### src/rtl/regfile_reader.sv
// Read-side sweep sequencer: walks the register file from address 0 to DEPTH-1,
// streams each word on a valid/ready port and keeps a running checksum.
//
// state | meaning
// IDLE  | waiting for start, rdAddr parked at 0
// READ  | rdAddr driven, capture rdData into out_data
// SEND  | out_data presented, waiting for out_ready
// DONE  | sweep complete, checksum final
module regfile_reader #(
    parameter int DATA_W = 32,
    parameter int ADDR_W = 4,
    parameter int DEPTH  = 16
) (
    input  logic              clk,
    input  logic              rst,
    input  logic              start,
    output logic [ADDR_W-1:0] rdAddr,
    input  logic [DATA_W-1:0] rdData,
    output logic [DATA_W-1:0] out_data,
    output logic              out_valid,
    input  logic              out_ready,
    output logic              busy,
    output logic              done,
    output logic [DATA_W-1:0] checksum
);

    typedef enum logic [1:0] {IDLE, READ, SEND, DONE} state_t;

    localparam logic [ADDR_W-1:0] LAST_ADDR = ADDR_W'(DEPTH - 1);

    state_t state, state_nxt;
    logic   xfer;
    logic   last_word;

    assign xfer      = (state == SEND) && out_ready;
    assign last_word = (rdAddr == LAST_ADDR);

    always_ff @(posedge clk) begin
        if (rst) state <= IDLE;
        else     state <= state_nxt;
    end

    always_comb begin
        state_nxt = state;
        out_valid = 1'b0;
        busy      = 1'b0;
        done      = 1'b0;
        case (state)
            IDLE: if (start) state_nxt = READ;
            READ: begin
                busy      = 1'b1;
                state_nxt = SEND;
            end
            SEND: begin
                busy      = 1'b1;
                out_valid = 1'b1;
                if (out_ready) state_nxt = last_word ? DONE : READ;
            end
            DONE: begin
                done = 1'b1;
                if (start) state_nxt = READ;
            end
            default: state_nxt = IDLE;
        endcase
    end

    // rdAddr doubles as the sweep address; it is left on the last entry in DONE
    always_ff @(posedge clk) begin
        if (rst) begin
            rdAddr   <= '0;
            out_data <= '0;
            checksum <= '0;
        end else begin
            case (state)
                IDLE, DONE: begin
                    if (start) begin
                        rdAddr   <= '0;
                        checksum <= '0;
                    end
                end
                READ: out_data <= rdData;
                SEND: begin
                    if (xfer) begin
                        checksum <= checksum + out_data;
                        if (!last_word) rdAddr <= rdAddr + ADDR_W'(1);
                    end
                end
                default: ;
            endcase
        end
    end

endmodule

### config.mk
export PLATFORM = sky130hd
export DESIGN_NAME = regfile_reader
export DESIGN_NICKNAME = d
export VERILOG_FILES = /design/src/rtl/regfile_reader.sv
export SDC_FILE = /design/constraint.sdc
export NUM_CORES = 1
export LEC_CHECK = 0
export ABC_AREA = 1
export BUFFER_PORTS_ARGS = -buffer_cell sky130_fd_sc_hd__buf_2
export CAP_MARGIN = 40
export CORE_MARGIN = 2
export CORE_UTILIZATION = 35
export DETAILED_ROUTE_END_ITERATION = 16
export PLACE_DENSITY_LB_ADDON = 0.05
export SKIP_CTS_REPAIR_TIMING = 1
export SLEW_MARGIN = 20
export SYNTH_ARGS = -nofsm -noshare
export SYNTH_HDL_FRONTEND = slang
export SYNTH_SLANG_ARGS = --single-unit
### constraint.sdc
create_clock -name clk -period 4.4 [get_ports clk]
set_input_delay 0.88 -clock clk [delete_from_list [all_inputs] [get_ports clk]]
set_output_delay 0.88 -clock clk [all_outputs]
set_load 0.05 [all_outputs]
==> metrics, run 1 <==
status finished, final reports clean; n_diodes 0; fin crit share 0.537; Max IR drop VDD 0.320 mV; Critical Path AT roughly 1500 ps; CTS root buffer clkbuf_16; multi-input logic area ~2900 um^2; final net count just under 1,000; Starting Density 0.357; Max Cap Viol 0; slowest CP cell ha_1; post-DR vias/cell 4.67; CTS sink count 70; CTS HTree Levels 3; Ports approximately 110; sequential area share after synthesis 0.283; die height 123 um; relative slew slack 0.542; clock buffer count from CTS 9; Cell Rows 43; IO Port Bufs 106; Hold Vio Cnt, Final 0; chip width around 120 um; vias 5,161; post-synthesis cell type count 29; Worst Path Required about 3500 ps; GR Overflow Total 0; pwr dens around 540 nW/um^2; DRC Markers 0; Post-Layout Inst Area 5950 um^2; Final TNS setup 0 ps; slew at the pin closest to its max-slew limit 686 ps; GPL Wtd Cong 0.856; clock slew at reported path FFs 60 ps; Cells after Synth 819; CP Launch Type register; internal reg-to-reg setup slack 2070 ps; Max Buffers Root-to-Sink 2; fmax approximately 420 MHz; share of cells above drive strength 1 0.163; DR WL/cell 13.1 um; final-layout fill cell count 1,520; Final setup viols 0; Post-Route WL between 10 and 15 mm; net count after synthesis slightly below 900; DP HPWL 11.4 mm; Yosys warnings 0; mean area per synthesized cell 6.05 um^2; largest net degree at the start of global routing 38; initial antenna violation count 0; most common cell after layout, fill and taps aside nand2_1; Critical Path Sink Type output port; leak pwr 3.33 nW; RSZ-0062 raised after global routing no; fin. max-slew vios 0; Register Area 1400 um^2; router iterations before antenna repair 5; Cell Chain, Critical Path inv_1, ha_1, buf_2; Mapped Area 4950 um^2; Max Fanout on Critical Path 8; TritonCTS clock tree yes; Worst Skew 7.72 ps; Setup CP Type reg -> out; post-route ant nets 0; FF+latch count, synth 70; iteration-0 DRC count of the detailed router 284; Post-DP Area 5630 um^2; first-pass GRT wire length 23.6 mm; min Tclk post-route 2360 ps; vias in the first global route 4,836; P&R area growth vs syn 20.1%; Total Routing Usage GR 0.200; Worst path max stage delay 380 ps; HP Class reg -> reg; worst-skew pair later-pin latency 340 ps; DIE AREA 15,100 um^2; Core Box Area 13,900 um^2; commonest non-fill, non-tap cells in the layout nand2_1, inv_1, buf_2
[cell usage after synthesis (all sizes together)]
| master | count | area (um^2) |
|---|---|---|
| inv | 130 | 488 |
| xnor2 | 1 | 8.76 |
| dfxtp | 70 | 1400 |
| a21oi | 66 | 353 |
| o21bai | 3 | 22.5 |
| nand2 | 266 | 1020 |
| nor2 | 106 | 403 |
| fa | 1 | 20.0 |
| nand3 | 51 | 275 |
| ha | 36 | 450 |
| xor2 | 3 | 26.3 |
| or2 | 6 | 37.5 |
| nand4 | 5 | 31.3 |
| nand3b | 4 | 30.0 |
| a221oi | 1 | 8.76 |
| o21a | 1 | 7.51 |
| o21ai | 43 | 215 |
| nor3 | 4 | 20.0 |
| clkbuf | 13 | 48.8 |
| buf | 6 | 67.6 |
| a21o | 2 | 15.0 |
| o22ai | 1 | 6.26 |
[worst max-delay path, delay by kind of cell (launching register included)]
family     cells  cell delay (ps)
flops          1              350
fa+ha+maj      1              380
buf+inv        2              410
[routing by layer]
| layer | routed length [um] | share of wire | vias up | GRT usage |
|---|---|---|---|---|
| met5 | 0 | 0 | - | 0 |
| met2 | 6180 | 0.43 | 96 | 0.311 |
| met1 | 7600 | 0.52 | 2295 | 0.282 |
| met3 | 566 | 0.039 | 11 | 0.0337 |
| met4 | 172 | 0.012 | 0 | 0.0597 |
| li1 | - | - | 2759 | - |
[kinds of logic (layout without fill, tap and decap cells)]
kind of cell | after synthesis | in the layout | synth area share
and+or+nand+nor | 442 | 442 | 0.366
buffers and inverters | 149 | 256 | 0.122
AOI/OAI and AO/OA | 117 | 117 | 0.127
DFF | 70 | 70 | 0.283
adders and majority gates | 37 | 37 | 0.0949
xor gates and xnor gates | 4 | 4 | 0.00707
[registers in the layout, summed over array words and instances (netlist names)]
name,count
checksum,32
out_data,32
rdAddr,4
state,2
[layout make-up]
type,instances,share of cell area
timing repair buffer,110,0.0955
inverter,130,0.0820
tap,180,0.0379
clock buffer,13,0.0421
sequential,70,0.236
clock inverter,3,0.0114
multi-input combinational,600,0.496
[where the power goes]
part	total, mW	switching [mW]	internal [mW]
registers	0.888	0.115	0.773
clock network	0.792	0.279	0.513
logic	1.54	1.16	0.376
[final timing paths]
check | endpoint | from | cells after the start
setup / recovery | out_valid | state[0] | 3
hold / removal | checksum[21] | checksum[21] | 2
setup reg to reg | checksum[28] | out_data[0] | 13
hold reg to reg | checksum[21] | checksum[21] | 2
[stage by stage]
stage          worst slack (ps)  hold WS (ps)  cells  total power [mW]  utilization
2_1_floorplan              2200           495    819              2.11            -
3_3_place_gp               1730           476   1089              2.43        0.405
3_5_place_dp               2050           475   1090              2.45        0.406
4_1_cts                    2020           485   1106              3.25        0.429
5_1_grt                    1880           501   1106              3.44        0.429
6_report                   2040           484   1106              3.21        0.429
Note: power is estimated with default switching activity, not from simulation.
==> run 2, diff against run 1 <==
==> constraint.sdc (replaced) <==
create_clock -name clk -period 2.3 [get_ports clk]
set_input_delay 0.46 -clock clk [delete_from_list [all_inputs] [get_ports clk]]
set_output_delay 0.46 -clock clk [all_outputs]
set_load 0.05 [all_outputs]
==> run 2 against run 1 <==
Sequential power increased by 91%. Via count increased by 0.54%. Clock skew decreased by 1.6 ps. Routed wire length increased by 6.8%. Combinational power increased by 99%. First-iteration DRC count decreased by 6.7%. Sequential share of layout area decreased by 0.24 points. Setup slack got worse by 1800 ps. Register-to-register slack got worse by 1800 ps. Clock power increased by 93%. Critical path type is now reg -> reg. Highest routed layer unchanged.
==> metrics, run 2 (synthesis gave the netlist of run 1 again) <==
status finished, final reports clean (unchanged); HP Class in -> reg (was reg -> reg); CP Launch Type register (unchanged); Starting Density 0.357 (unchanged); share of cells above drive strength 1 0.169 (was 0.163); Post-DP Area 5680 um^2 (was 5630 um^2); Hold Vio Cnt, Final 0 (unchanged); switching pwr 3.03 mW (was 1.55 mW); Hold Crit Depth 3 (was 2); Max Fanout on Critical Path 4 (was 8); vias 5,189 (was 5,161); internal reg-to-reg setup slack 220 ps (was 2070 ps); Max Cap Viol 0 (unchanged); r2r endpoint checksum[20] (was checksum[28]); Post-Route WL 15.5 mm (was 14.5 mm); GPL Wtd Cong 0.875 (was 0.856); iteration-0 DRC count of the detailed router 265 (was 284); Reg power frac 0.269 (was 0.276); largest net degree at the start of global routing 37 (was 38); CTS root buffer clkbuf_16 (unchanged); first-pass GRT wire length 25.2 mm (was 23.6 mm); P&R area growth vs syn 21.3% (was 20.1%); worst-skew pair later-pin latency 350 ps (was 340 ps); DR WL/cell 14.0 um (was 13.1 um); worst hold endpoint out_data[10] (was checksum[21]); router iterations before antenna repair 5 (unchanged); clock slew at reported path FFs 60 ps (about the same); slowest CP cell fa_1 (was ha_1); commonest non-fill, non-tap cells in the layout nand2_1, inv_1, buf_2 (unchanged); Final TNS setup 0 ps (unchanged); pwr dens 1050 nW/um^2 (was 540 nW/um^2); Worst Path Required 2510 ps (was 3520 ps); IO Port Bufs 106 (unchanged); CTS sink count 70 (unchanged); DRC Markers 0 (unchanged); fin crit share 0.902; Worst Skew 6.14 ps (was 7.72 ps); Max IR drop VDD 0.769 mV (was 0.320 mV); RSZ-0062 raised after global routing no (unchanged); Total Routing Usage GR 0.216 (was 0.200); initial antenna violation count 0 (unchanged); Setup CP Type reg -> reg (was reg -> out); DP HPWL 11.8 mm (was 11.4 mm); r2r worst-path depth 13 (unchanged); Combinational Power Share 0.488 (was 0.478); most common cell after layout, fill and taps aside nand2_1 (unchanged); Cell Chain, Critical Path ha_1, inv_1, fa_1, inv_1, nand3_1, nand3_2, nand3_1, nand3_2, nand2_1, nand2_1, nand2_1, nand3_1, a21oi_1 (was inv_1, ha_1, buf_2); DIE AREA 15,100 um^2 (unchanged); Sw Share 0.482 (was 0.483); final net count 997 (was 994); clock buffer count from CTS 9 (unchanged); post-route ant nets 0 (unchanged); Max Buffers Root-to-Sink 2 (unchanged); die height 123 um (unchanged); post-DR vias/cell 4.68 (was 4.67); fin. max-slew vios 0 (unchanged); min Tclk post-route 2080 ps; GR Overflow Total 0 (unchanged); Final Util 0.433 (was 0.429); Critical Path Sink Type register (was output port); relative slew slack 0.621 (was 0.542); Core Box Area 13,900 um^2 (unchanged); Post-Layout Inst Area 6010 um^2 (was 5950 um^2); biggest regs checksum (32), out_data (32), rdAddr (4) (unchanged); chip width 123 um (unchanged); clock share of power 0.243 (was 0.246); worst r2r src out_data[0] (unchanged); final-layout fill cell count 1,533 (was 1,520); Hold Startpoint rdData[10] (was checksum[21]); Final setup viols 0 (unchanged); n_diodes 0 (unchanged); Worst path max stage delay 400 ps (was 380 ps); Cell Rows 43 (unchanged); slew at the pin closest to its max-slew limit 568 ps (was 686 ps); CTS HTree Levels 3 (unchanged); fmax 482 MHz; Internal 3.26 mW (was 1.66 mW); Ports 107 (unchanged); Critical Path AT 2280 ps (was 1480 ps); vias in the first global route 5,076 (was 4,836); leak pwr 3.37 nW (was 3.33 nW); TritonCTS clock tree yes (unchanged)
==> run 2: power groups by stage <==
stage                     combinational (mW)  sequential, mW  clock (mW)
after floorplan                         1.50            2.53           0
after global placement                  3.09            1.71           0
after detailed placement                3.10            1.72           0
after CTS                               3.12            1.70        1.57
after global routing                    3.38            1.74        1.62
final                                   3.07            1.70        1.53
==> run 2: cell type report <==
type	count	area (um^2)	area share
Multi-Input combinational cell	600	2960	0.492
Sequential cell	70	1400	0.233
Inverter	130	488	0.0812
Clock buffer	12	246	0.0410
Clock inverter	4	70.1	0.0117
Timing Repair Buffer	113	621	0.103
Tap cell	180	225	0.0375
==> run 2: critical path: cells and delay by family (launching register included) <==
family                     cells  cell delay, ps
AOI/OAI and AO/OA              1              60
buffers and inverters          2             200
and+or+nand+nor                8             720
adders and majority gates      2             600
DFF                            1             360
==> run 2: worst max path at each step <==
| stage | startpoint | to | slack [ps] | depth (start not counted) |
|---|---|---|---|---|
| after detailed placement | out_data[0] | checksum[28] | 130 | 13 |
| after global routing | out_data[0] | checksum[28] | 20 | 12 |
| after CTS | out_data[0] | checksum[20] | 120 | 13 |
| after global placement | out_data[0] | checksum[28] | 210 | 13 |
| final | out_data[0] | checksum[20] | 220 | 13 |
| after floorplan | checksum[0] | checksum[28] | 100 | 13 |
==> run 2: through the flow <==
stage          setup WS, ps  power [mW]  hold WS, ps  cells
2_1_floorplan          97.2        4.04          495    819
3_3_place_gp            206        4.80          465   1093
3_5_place_dp            134        4.82          474   1093
4_1_cts                 115        6.39          321   1109
5_1_grt                20.5        6.74          334   1109
6_report                225        6.30          333   1109
==> run 2: metal layers <==
layer,global-route usage,up-vias,part of all wire
met3,0.0517,12,0.050
met1,0.298,2305,0.51
met5,0,-,0
met2,0.339,106,0.43
met4,0.0568,0,0.014
li1,-,2766,-
==> run 3, diff against run 2 <==
--- a/config.mk
+++ b/config.mk
@@ -12,6 +12,7 @@
 export CORE_UTILIZATION = 35
 export DETAILED_ROUTE_END_ITERATION = 16
 export PLACE_DENSITY_LB_ADDON = 0.05
+export RECOVER_POWER = 100
 export SKIP_CTS_REPAIR_TIMING = 1
 export SLEW_MARGIN = 20
 export SYNTH_ARGS = -nofsm -noshare
==> constraint.sdc (replaced) <==
create_clock -name clk -period 2.5 [get_ports clk]
set_input_delay 0.5 -clock clk [delete_from_list [all_inputs] [get_ports clk]]
set_output_delay 0.5 -clock clk [all_outputs]
set_load 0.05 [all_outputs]
==> run 3 against run 2 <==
Sequential power is 8% lower. Critical path depth is 2 lower. Critical endpoint is now checksum[3]. Critical path type unchanged. Highest routed layer unchanged. Via count is 0.94% higher. Combinational power is 13% lower. Non-clock buffer count is 1 lower.
==> metrics, run 3 (synthesis gave the netlist of run 1 again) <==
IO Port Bufs 106 (unchanged); Ports 107 (unchanged); Hold Vio Cnt, Final 0 (unchanged); status finished, final reports clean (unchanged); slowest CP cell dfxtp_1 (was fa_1); CTS root buffer clkbuf_16 (unchanged); r2r endpoint checksum[3] (was checksum[20]); Final Util 0.422 (was 0.433); CP Launch Type register (unchanged); Combinational Power Share 0.469 (was 0.488); DRC Markers 0 (unchanged); worst r2r src state[0] (was out_data[0]); fmax 455 MHz (was 482 MHz); router iterations before antenna repair 6 (was 5); Reg power frac 0.275 (was 0.269); M2 GR Usage 0.334 (was 0.339); GR Overflow Total 0 (unchanged); vias 5,238 (was 5,189); largest net degree at the start of global routing 37 (unchanged); Max Cap Viol 0 (unchanged); Critical Path AT 2470 ps (was 2280 ps); Final TNS setup 0 ps (unchanged); clock buffer count from CTS 9 (unchanged); Setup CP Type reg -> reg (unchanged); Cell Rows 43 (unchanged); slew at the pin closest to its max-slew limit 933 ps (was 568 ps); Max Fanout on Critical Path 22 (was 4); DIE AREA 15,100 um^2 (unchanged); Max Buffers Root-to-Sink 2 (unchanged); HP Class in -> reg (unchanged); Cell Chain, Critical Path inv_1, ha_1, inv_1, or2_2, nand2_2, inv_2, nand2_4, inv_2, o21ai_0, a21o_1, a21oi_2 (was ha_1, inv_1, fa_1, inv_1, nand3_1, nand3_2, nand3_1, nand3_2, nand2_1, nand2_1, nand2_1, nand3_1, a21oi_1); post-route ant nets 0 (unchanged); delay-heaviest family, CP buffers and inverters (was simple AND/OR/NAND/NOR gates); Worst Skew 10.5 ps (was 6.14 ps); Worst path max stage delay 410 ps (was 400 ps); post-DR vias/cell 4.73 (was 4.68); internal reg-to-reg setup slack 300 ps (was 220 ps); final net count 996 (was 997); CP startpoint state[0] (was out_data[0]); fin. max-slew vios 0 (unchanged); Stages on worst setup path 11 (was 13); P&R area growth vs syn 18.3% (was 21.3%); Starting Density 0.357 (unchanged); Sw Share 0.493 (was 0.482); most common cell after layout, fill and taps aside nand2_1 (unchanged); r2r worst-path depth 11 (was 13); Worst Path Required 2780 ps (was 2510 ps); CTS sink count 70 (unchanged); min Tclk post-route 2200 ps (was 2080 ps); clock share of power 0.256 (was 0.243); clock slew at reported path FFs 60 ps (about the same); first-pass GRT wire length 24.6 mm (was 25.2 mm); worst setup path endpoint checksum[3] (was checksum[20]); TritonCTS clock tree yes (unchanged); leak pwr 3.05 nW (was 3.37 nW); commonest non-fill, non-tap cells in the layout nand2_1, inv_1, nor2_1 (was nand2_1, inv_1, buf_2); worst-skew pair later-pin latency 350 ps (about the same); switching pwr 2.81 mW (was 3.03 mW); final-layout fill cell count 1,556 (was 1,533); Post-Route WL 15.3 mm (was 15.5 mm); met3 GRT Util 0.0383 (was 0.0517); biggest regs checksum (32), out_data (32), rdAddr (4) (unchanged); CTS HTree Levels 3 (unchanged); GR Layer Usage met1 0.288 (was 0.298); vias in the first global route 4,974 (was 5,076); chip width 123 um (unchanged); Internal 2.89 mW (was 3.26 mW); GR peak layer met2 (unchanged); DP HPWL 11.8 mm (about the same); Max IR drop VDD 0.632 mV (was 0.769 mV); DR WL/cell 13.8 um (was 14.0 um); crit path buf inv count 4 (was 2); relative slew slack 0.378 (was 0.621); share of cells above drive strength 1 0.0830 (was 0.169); die height 123 um (unchanged); Final setup viols 0 (unchanged); iteration-0 DRC count of the detailed router 288 (was 265); n_diodes 0 (unchanged); fin crit share 0.879 (was 0.902); Core Box Area 13,900 um^2 (unchanged); pwr dens 972 nW/um^2 (was 1050 nW/um^2); Total Routing Usage GR 0.210 (was 0.216); RSZ-0062 raised after global routing no (unchanged); initial antenna violation count 0 (unchanged); Critical Path Sink Type register (unchanged); GPL Wtd Cong 0.835 (was 0.875)
run 3: cell count changes in the layout (fill, tap and decap cells not counted), moves of 2 or more:
cell / change
a21oi_2: -3
a21oi_1: +3
clkbuf_1: +70
buf_2: -71
nand3_1: +2
nand2_1: +2
buf_12: -3
nand2_2: -2
nand3_2: -2
run 3: tightest hold or removal path, cell delays in order:
cell	delay, ps
buf_2	70
nor2_1	30
nor2_1	80
run 3: power groups by stage:
stage / clock, mW / sequential [mW] / combinational (mW)
3_3_place_gp: 0 / 1.57 / 2.83
4_1_cts: 1.50 / 1.57 / 2.87
5_1_grt: 1.53 / 1.61 / 2.94
6_report: 1.46 / 1.57 / 2.67
2_1_floorplan: 0 / 2.33 / 1.38
3_5_place_dp: 0 / 1.59 / 2.86
run 3: worst min-delay path by stage:
stage,from,to,depth (start not counted)
finish,rdData[21],out_data[21],3
global route,rdData[21],out_data[21],3
CTS,rdData[21],out_data[21],3
detailed placement,checksum[5],checksum[5],2
global placement,checksum[0],checksum[0],2
floorplan,state[0],state[0],2
run 3: routing by layer:
metal / wire length [um] / part of all wire / vias to the layer above
li1: - / - / 2772
met1: 7710 / 0.50 / 2329
met2: 6610 / 0.43 / 120
met3: 680 / 0.045 / 17
met4: 274 / 0.018 / 0
met5: 0 / 0 / -
run 3: cell type report:
| class | instances | area (um^2) | share of cell area |
|---|---|---|---|
| Timing Repair Buffer | 112 | 483 | 0.0824 |
| Inverter | 130 | 488 | 0.0832 |
| Tap cell | 180 | 225 | 0.0384 |
| Sequential cell | 70 | 1400 | 0.239 |
| Clock inverter | 5 | 81.3 | 0.0139 |
| Multi-Input combinational cell | 600 | 2930 | 0.500 |
| Clock buffer | 11 | 253 | 0.0431 |
run 3: per-stage QoR:
stage	setup WS, ps	instances	hold slack [ps]	power (mW)	instance area [um^2]
6_report	303	1108	374	5.70	5860
3_5_place_dp	251	1092	476	4.44	5660
3_3_place_gp	375	1092	464	4.40	5660
2_1_floorplan	297	819	495	3.71	4950
5_1_grt	37.1	1108	372	6.08	5860
4_1_cts	233	1108	362	5.93	6000
